[config.mk]
export PLATFORM = sky130hd
export DESIGN_NAME = workload_predictor
export DESIGN_NICKNAME = d
export VERILOG_FILES = /design/src/rtl/workload_predictor.sv
export SDC_FILE = /design/constraint.sdc
export NUM_CORES = 1
export LEC_CHECK = 0
export ABC_AREA = 1
export BUFFER_PORTS_ARGS = -buffer_cell sky130_fd_sc_hd__buf_4
export CAP_MARGIN = 20
export CORE_ASPECT_RATIO = 0.8
export CORE_MARGIN = 5
export CORE_UTILIZATION = 50
export DETAILED_ROUTE_END_ITERATION = 8
export GPL_ROUTABILITY_DRIVEN = 0
export PLACE_DENSITY = 0.71
export SLEW_MARGIN = 20
export SYNTH_ARGS = -nofsm -noshare
export SYNTH_HDL_FRONTEND = slang
export SYNTH_SLANG_ARGS = --single-unit
export TNS_END_PERCENT = 50
[constraint.sdc]
create_clock -name clk -period 1.8 [get_ports clk]
set_input_delay 0.36 -clock clk [delete_from_list [all_inputs] [get_ports clk]]
set_output_delay 0.36 -clock clk [all_outputs]
set_load 0.02 [all_outputs]
[src/rtl/workload_predictor.sv]
// workload_predictor: task buffer with arrival-rate window driving the worker-clock predict line
module workload_predictor #(
  parameter int DATA_W      = 8,
  parameter int FIFO_DEPTH  = 8,
  parameter int WINDOW      = 16,
  parameter int HI_THRESH   = 4,
  parameter int LO_THRESH   = 1,
  parameter int WAKE_CYCLES = 2,
  parameter int IDLE_HOLD   = 8
) (
  input  logic                            clk,
  input  logic                            reset,
  input  logic                            in_valid,
  output logic                            in_ready,
  input  logic [DATA_W-1:0]               in_data,
  output logic                            out_valid,
  input  logic                            out_ready,
  output logic [DATA_W-1:0]               out_data,
  output logic                            predict,
  output logic [1:0]                      state,
  output logic [$clog2(FIFO_DEPTH):0]     fifo_level
);
  localparam int AW  = $clog2(FIFO_DEPTH);
  localparam int LW  = AW + 1;
  localparam int CW  = WINDOW > 1 ? $clog2(WINDOW) : 1;
  localparam int RW  = $clog2(WINDOW + 1);
  localparam int WKW = $clog2(WAKE_CYCLES + 1);
  localparam int IW  = $clog2(IDLE_HOLD + 1);
  typedef enum logic [1:0] {SLEEP, WAKE, ACTIVE, COOLDOWN} state_t;
  state_t st;
  logic [DATA_W-1:0] mem [FIFO_DEPTH];
  logic [AW-1:0] wr_ptr, rd_ptr;
  logic [LW-1:0] count;
  logic [CW-1:0] cyc;
  logic [RW-1:0] push_cnt, last_rate;
  logic [WKW-1:0] wake_cnt;
  logic [IW-1:0] idle_cnt;
  logic empty, full, push, pop;
  assign empty      = count == '0;
  assign full       = count == LW'(FIFO_DEPTH);
  assign in_ready   = !full && !reset;
  assign out_valid  = !empty && st == ACTIVE;
  assign push       = in_valid && in_ready;
  assign pop        = out_valid && out_ready;
  assign out_data   = empty ? '0 : mem[rd_ptr];
  assign predict    = st != SLEEP;
  assign state      = st;
  assign fifo_level = count;
  always_ff @(posedge clk)
    if (push) mem[wr_ptr] <= in_data;
  always_ff @(posedge clk) begin
    if (reset) begin
      wr_ptr <= '0;
      rd_ptr <= '0;
      count  <= '0;
    end else begin
      wr_ptr <= push ? wr_ptr + 1'b1 : wr_ptr;
      rd_ptr <= pop ? rd_ptr + 1'b1 : rd_ptr;
      count  <= count + LW'(push) - LW'(pop);
    end
  end
  always_ff @(posedge clk) begin
    if (reset) begin
      cyc       <= '0;
      push_cnt  <= '0;
      last_rate <= '0;
    end else if (cyc == CW'(WINDOW - 1)) begin
      cyc       <= '0;
      push_cnt  <= '0;
      last_rate <= push_cnt + RW'(push);
    end else begin
      cyc      <= cyc + 1'b1;
      push_cnt <= (push_cnt == RW'(WINDOW)) ? push_cnt : push_cnt + RW'(push);
    end
  end
  // Transitions use registered level; only idle expiry looks at the same-cycle push.
  always_ff @(posedge clk) begin
    if (reset) begin
      st       <= SLEEP;
      wake_cnt <= '0;
      idle_cnt <= '0;
    end else begin
      case (st)
        SLEEP: if (!empty || 32'(last_rate) >= HI_THRESH) begin
          st       <= WAKE;
          wake_cnt <= '0;
        end
        WAKE: begin
          wake_cnt <= wake_cnt + 1'b1;
          if (wake_cnt == WKW'(WAKE_CYCLES - 1)) st <= ACTIVE;
        end
        ACTIVE: if (empty && 32'(last_rate) <= LO_THRESH) begin
          st       <= COOLDOWN;
          idle_cnt <= '0;
        end
        COOLDOWN: begin
          if (!empty) begin
            st       <= ACTIVE;
            idle_cnt <= '0;
          end else if (idle_cnt == IW'(IDLE_HOLD - 1)) begin
            st       <= push ? ACTIVE : SLEEP;
            idle_cnt <= '0;
          end else begin
            idle_cnt <= idle_cnt + 1'b1;
          end
        end
        default: st <= SLEEP;
      endcase
    end
  end
endmodule
==> impl_results.md <==
* Setup Viol. Count Final at 9
* Setup_tns at -0.7479 ns
* Clock buffer count from CTS at 9
* CP dominant cell by count: nor2_1
* Crit path largest cell delay at 0.41 ns
* Post-DR vias/cell at 5.288
* CTS H-tree lvls at 3
* Final Hold Slack at 0.2251 ns
* Worst-path fanout max at 16
* Placed Cells at 565
* DR iter-0 viols at 261
* Share of layout cells above drive strength 1 at 0.2584
* Cell family with most CP delay: flip-flops
* Rel. slew slack at 0.8133
* R2R Setup Slk at -0.03 ns
* Vias in the first global route at 3018
* Worst r2r dst: fifo_level[1]$_SDFF_PP0_
* Crit path depth at 8
* Finished Core Util at 0.6412
* Seq/Total Area, Yosys at 0.6226
* Cell count after synthesis at 413
* Core Area at 0.008055 mm²
* Final wirelength at 8840 µm
* Outcome: finished with violations
* Ranking of synthesized cells by area: edfxtp_1 (46%), dfxtp_1 (16%), nor2_1 (8.4%)
* Worst EP arrival at 1.55 ns
* Final Hold Fails at 0
* CTS Sinks at 98
* Comb power frac at 0.316
* First-pass GRT wire length at 14550 µm
* CTS clk-pin slew, worst paths at 0.10 ns
* Failing checks: setup timing
* Post-DRT Antenna Nets at 0
* Max-Cap Viols at 0
* Worst r2r path cells at 12
* Critical path data required time at 1.44 ns
* Sw power at 2029 µW
* Syn avg cell area at 10.12 µm²
* Async SR Flop Fraction at 0
* DRC viols at 0
* PwrDens at 1224 mW/mm²
* Synth area leader: edfxtp_1
* Most frequent cell after synthesis: nor2_1
* Ys flop type: edfxtp_1
* Port Buffers at 28
* Post-synth EDFFs at 64
* Synthesis-to-finish area growth at 23.56%
* Grt ovf at 0
* Drt first pass iters at 5
* Kind of end point of the critical path: output pin
* Pin count of the biggest net entering global routing at 18
* Fmax at 524.0 MHz
* Power, Total at 6322 µW
* Clk root buf: clkbuf_8
* Post-synth design cell area at 0.004180 mm²
* Synth Net Count at 438
* CP startpoint kind: flop
* RSZ-0062 raised after global routing: true
* Initial core utilization at 0.5189
* Hold Buf Count CTS at 0
* Die area at 0.01030 mm²
* Tcrit/Tclk final at 1.060
* Top cells by count, synth: nor2_1 (94), edfxtp_1 (64), nand2_1 (47), o21ai_0 (36), dfxtp_1 (34)
* Nets at 496
* Worst VDD drop at 0.5189 mV
* Skew final at 0.006992 ns
* Min cycle time layout at 1.908 ns
* Synthesis Warnings at 0
* Seq cells post-synth at 98
* RR Startpoint: fifo_level[3]$_SDFF_PP0_
* Antenna violations before repair at 0
* Static Leak at 0.002003 µW
* Total GRT Usage at 0.1785
* HP Class: input pin to flop
* Crit path buffers/inverters at 2
* Routed length per instance at 15.14 µm
* Die Ht at 91.78 µm
* CTS tree: built
* Clock Latency Late Sink at 0.36 ns
* Worst Tran Pin Value at 0.2775 ns
* Setup ws final at -0.1083 ns
* Internal cell power at 4293 µW
* Clock share of power at 0.269
* Critical path, cell by cell: buf_12, nor2_1, nor2_1, o21ai_1, o211ai_1, nand2_1, nor2_2, buf_6
* Number of library cell types mapped by synthesis at 33
* IO Count at 29
* Register share of total power at 0.415
* Final Non-Filler Cells at 584
* DIE WIDTH at 112.2 µm
* CP endpoint: out_data[5]
* N_diodes at 0
* Row Count at 29
* Max-slew violations at 0
* Worst path slowest cell: dfxtp_4
* Crit Path Category: flop to output pin
* Vias at 3088
* Post-synth top area share at 0.4597
* DP HPWL at 5738 µm
* Clock buffer depth at 2
* Sw Ratio at 0.3210
## state kept, by name, summed over array words and instances (netlist names), named ones only
register	cells
push_cnt	5
wake_cnt	2
rd_ptr	3
idle_cnt	4
last_rate	4
wr_ptr	3
fifo_level	4
mem	64
state	2
cyc	4
## layout make-up
type | count | area, µm²
Timing Repair Buffer | 60 | 545.5
Clock buffer | 9 | 123.9
Tap cell | 108 | 135.1
Sequential cell | 98 | 2619
Fill cell | 638 | 2890
Clock inverter | 7 | 122.6
Multi-Input combinational cell | 268 | 1476
Inverter | 34 | 142.6
## routing by layer
| layer | routed length (µm) | global-route usage |
|---|---|---|
| met5 | 0 | 0 |
| met4 | 79 | 0.06507 |
| met3 | 433 | 0.04408 |
| met2 | 4338 | 0.2877 |
| met1 | 3987 | 0.2360 |
## power groups by stage
stage,registers [µW],clock network [µW],logic (µW)
2_1_floorplan,2720,0,1180
3_3_place_gp,2660,0,1820
3_5_place_dp,2660,0,1860
4_1_cts,2620,1730,1930
5_1_grt,2640,1840,2210
6_report,2620,1700,1990
## per-stage QoR
| stage | instance area, µm² | setup WS, ns |
|---|---|---|
| final | 5165 | -0.1083 |
| after global routing | 5165 | -0.2597 |
| after CTS | 5082 | -0.1175 |
| after detailed placement | 4745 | -0.03306 |
| after global placement | 4745 | 0.002511 |
| after floorplan | 4235 | -0.1072 |
## worst min path at each step
| stage | start | endpoint | slack, ns | cells past startpoint |
|---|---|---|---|---|
| after CTS | in_data[3] | mem[2][3]$_DFFE_PP_ | 0.21 | 1 |
| after floorplan | cyc[0]$_SDFF_PP0_ | cyc[0]$_SDFF_PP0_ | 0.42 | 1 |
| final | in_data[3] | mem[2][3]$_DFFE_PP_ | 0.23 | 1 |
| after global routing | in_data[1] | mem[0][1]$_DFFE_PP_ | 0.20 | 1 |
| after global placement | cyc[0]$_SDFF_PP0_ | cyc[0]$_SDFF_PP0_ | 0.43 | 1 |
| after detailed placement | cyc[0]$_SDFF_PP0_ | cyc[0]$_SDFF_PP0_ | 0.45 | 1 |
## logic make-up after synthesis
logic type      after synthesis  share of synthesized area
fa+ha+maj                    13                    0.04071
compound gates               80                     0.1057
xor+xnor                      7                    0.01467
buf+inv                      47                    0.04639
simple gates                168                     0.1700
flops                        98                     0.6226
## cells in the final DEF, fill, tap and decap left out, types with 3 or more instances in the layout
cell type,instances
o211ai_1,8
o21ai_0,31
dfxtp_4,3
clkbuf_8,9
inv_1,21
xor2_1,4
ha_1,7
ha_2,3
a21oi_1,16
buf_6,8
nand3_1,12
buf_12,3
bufinv_16,3
nor2_2,9
inv_6,3
nand2_1,47
o22ai_1,9
o21ai_1,11
edfxtp_1,64
dfxtp_2,4
buf_4,47
inv_4,4
dfxtp_1,27
inv_2,8
nor2_1,87
## what timing repair did
item | CTS | global route
gates cloned | 1 | 0
setup buffers | 0 | 2
pin swaps | 5 | 2
resized for setup | 24 | 21
setup endpoints to repair | 11 | 47
Note: power is estimated with default switching activity, not from simulation.
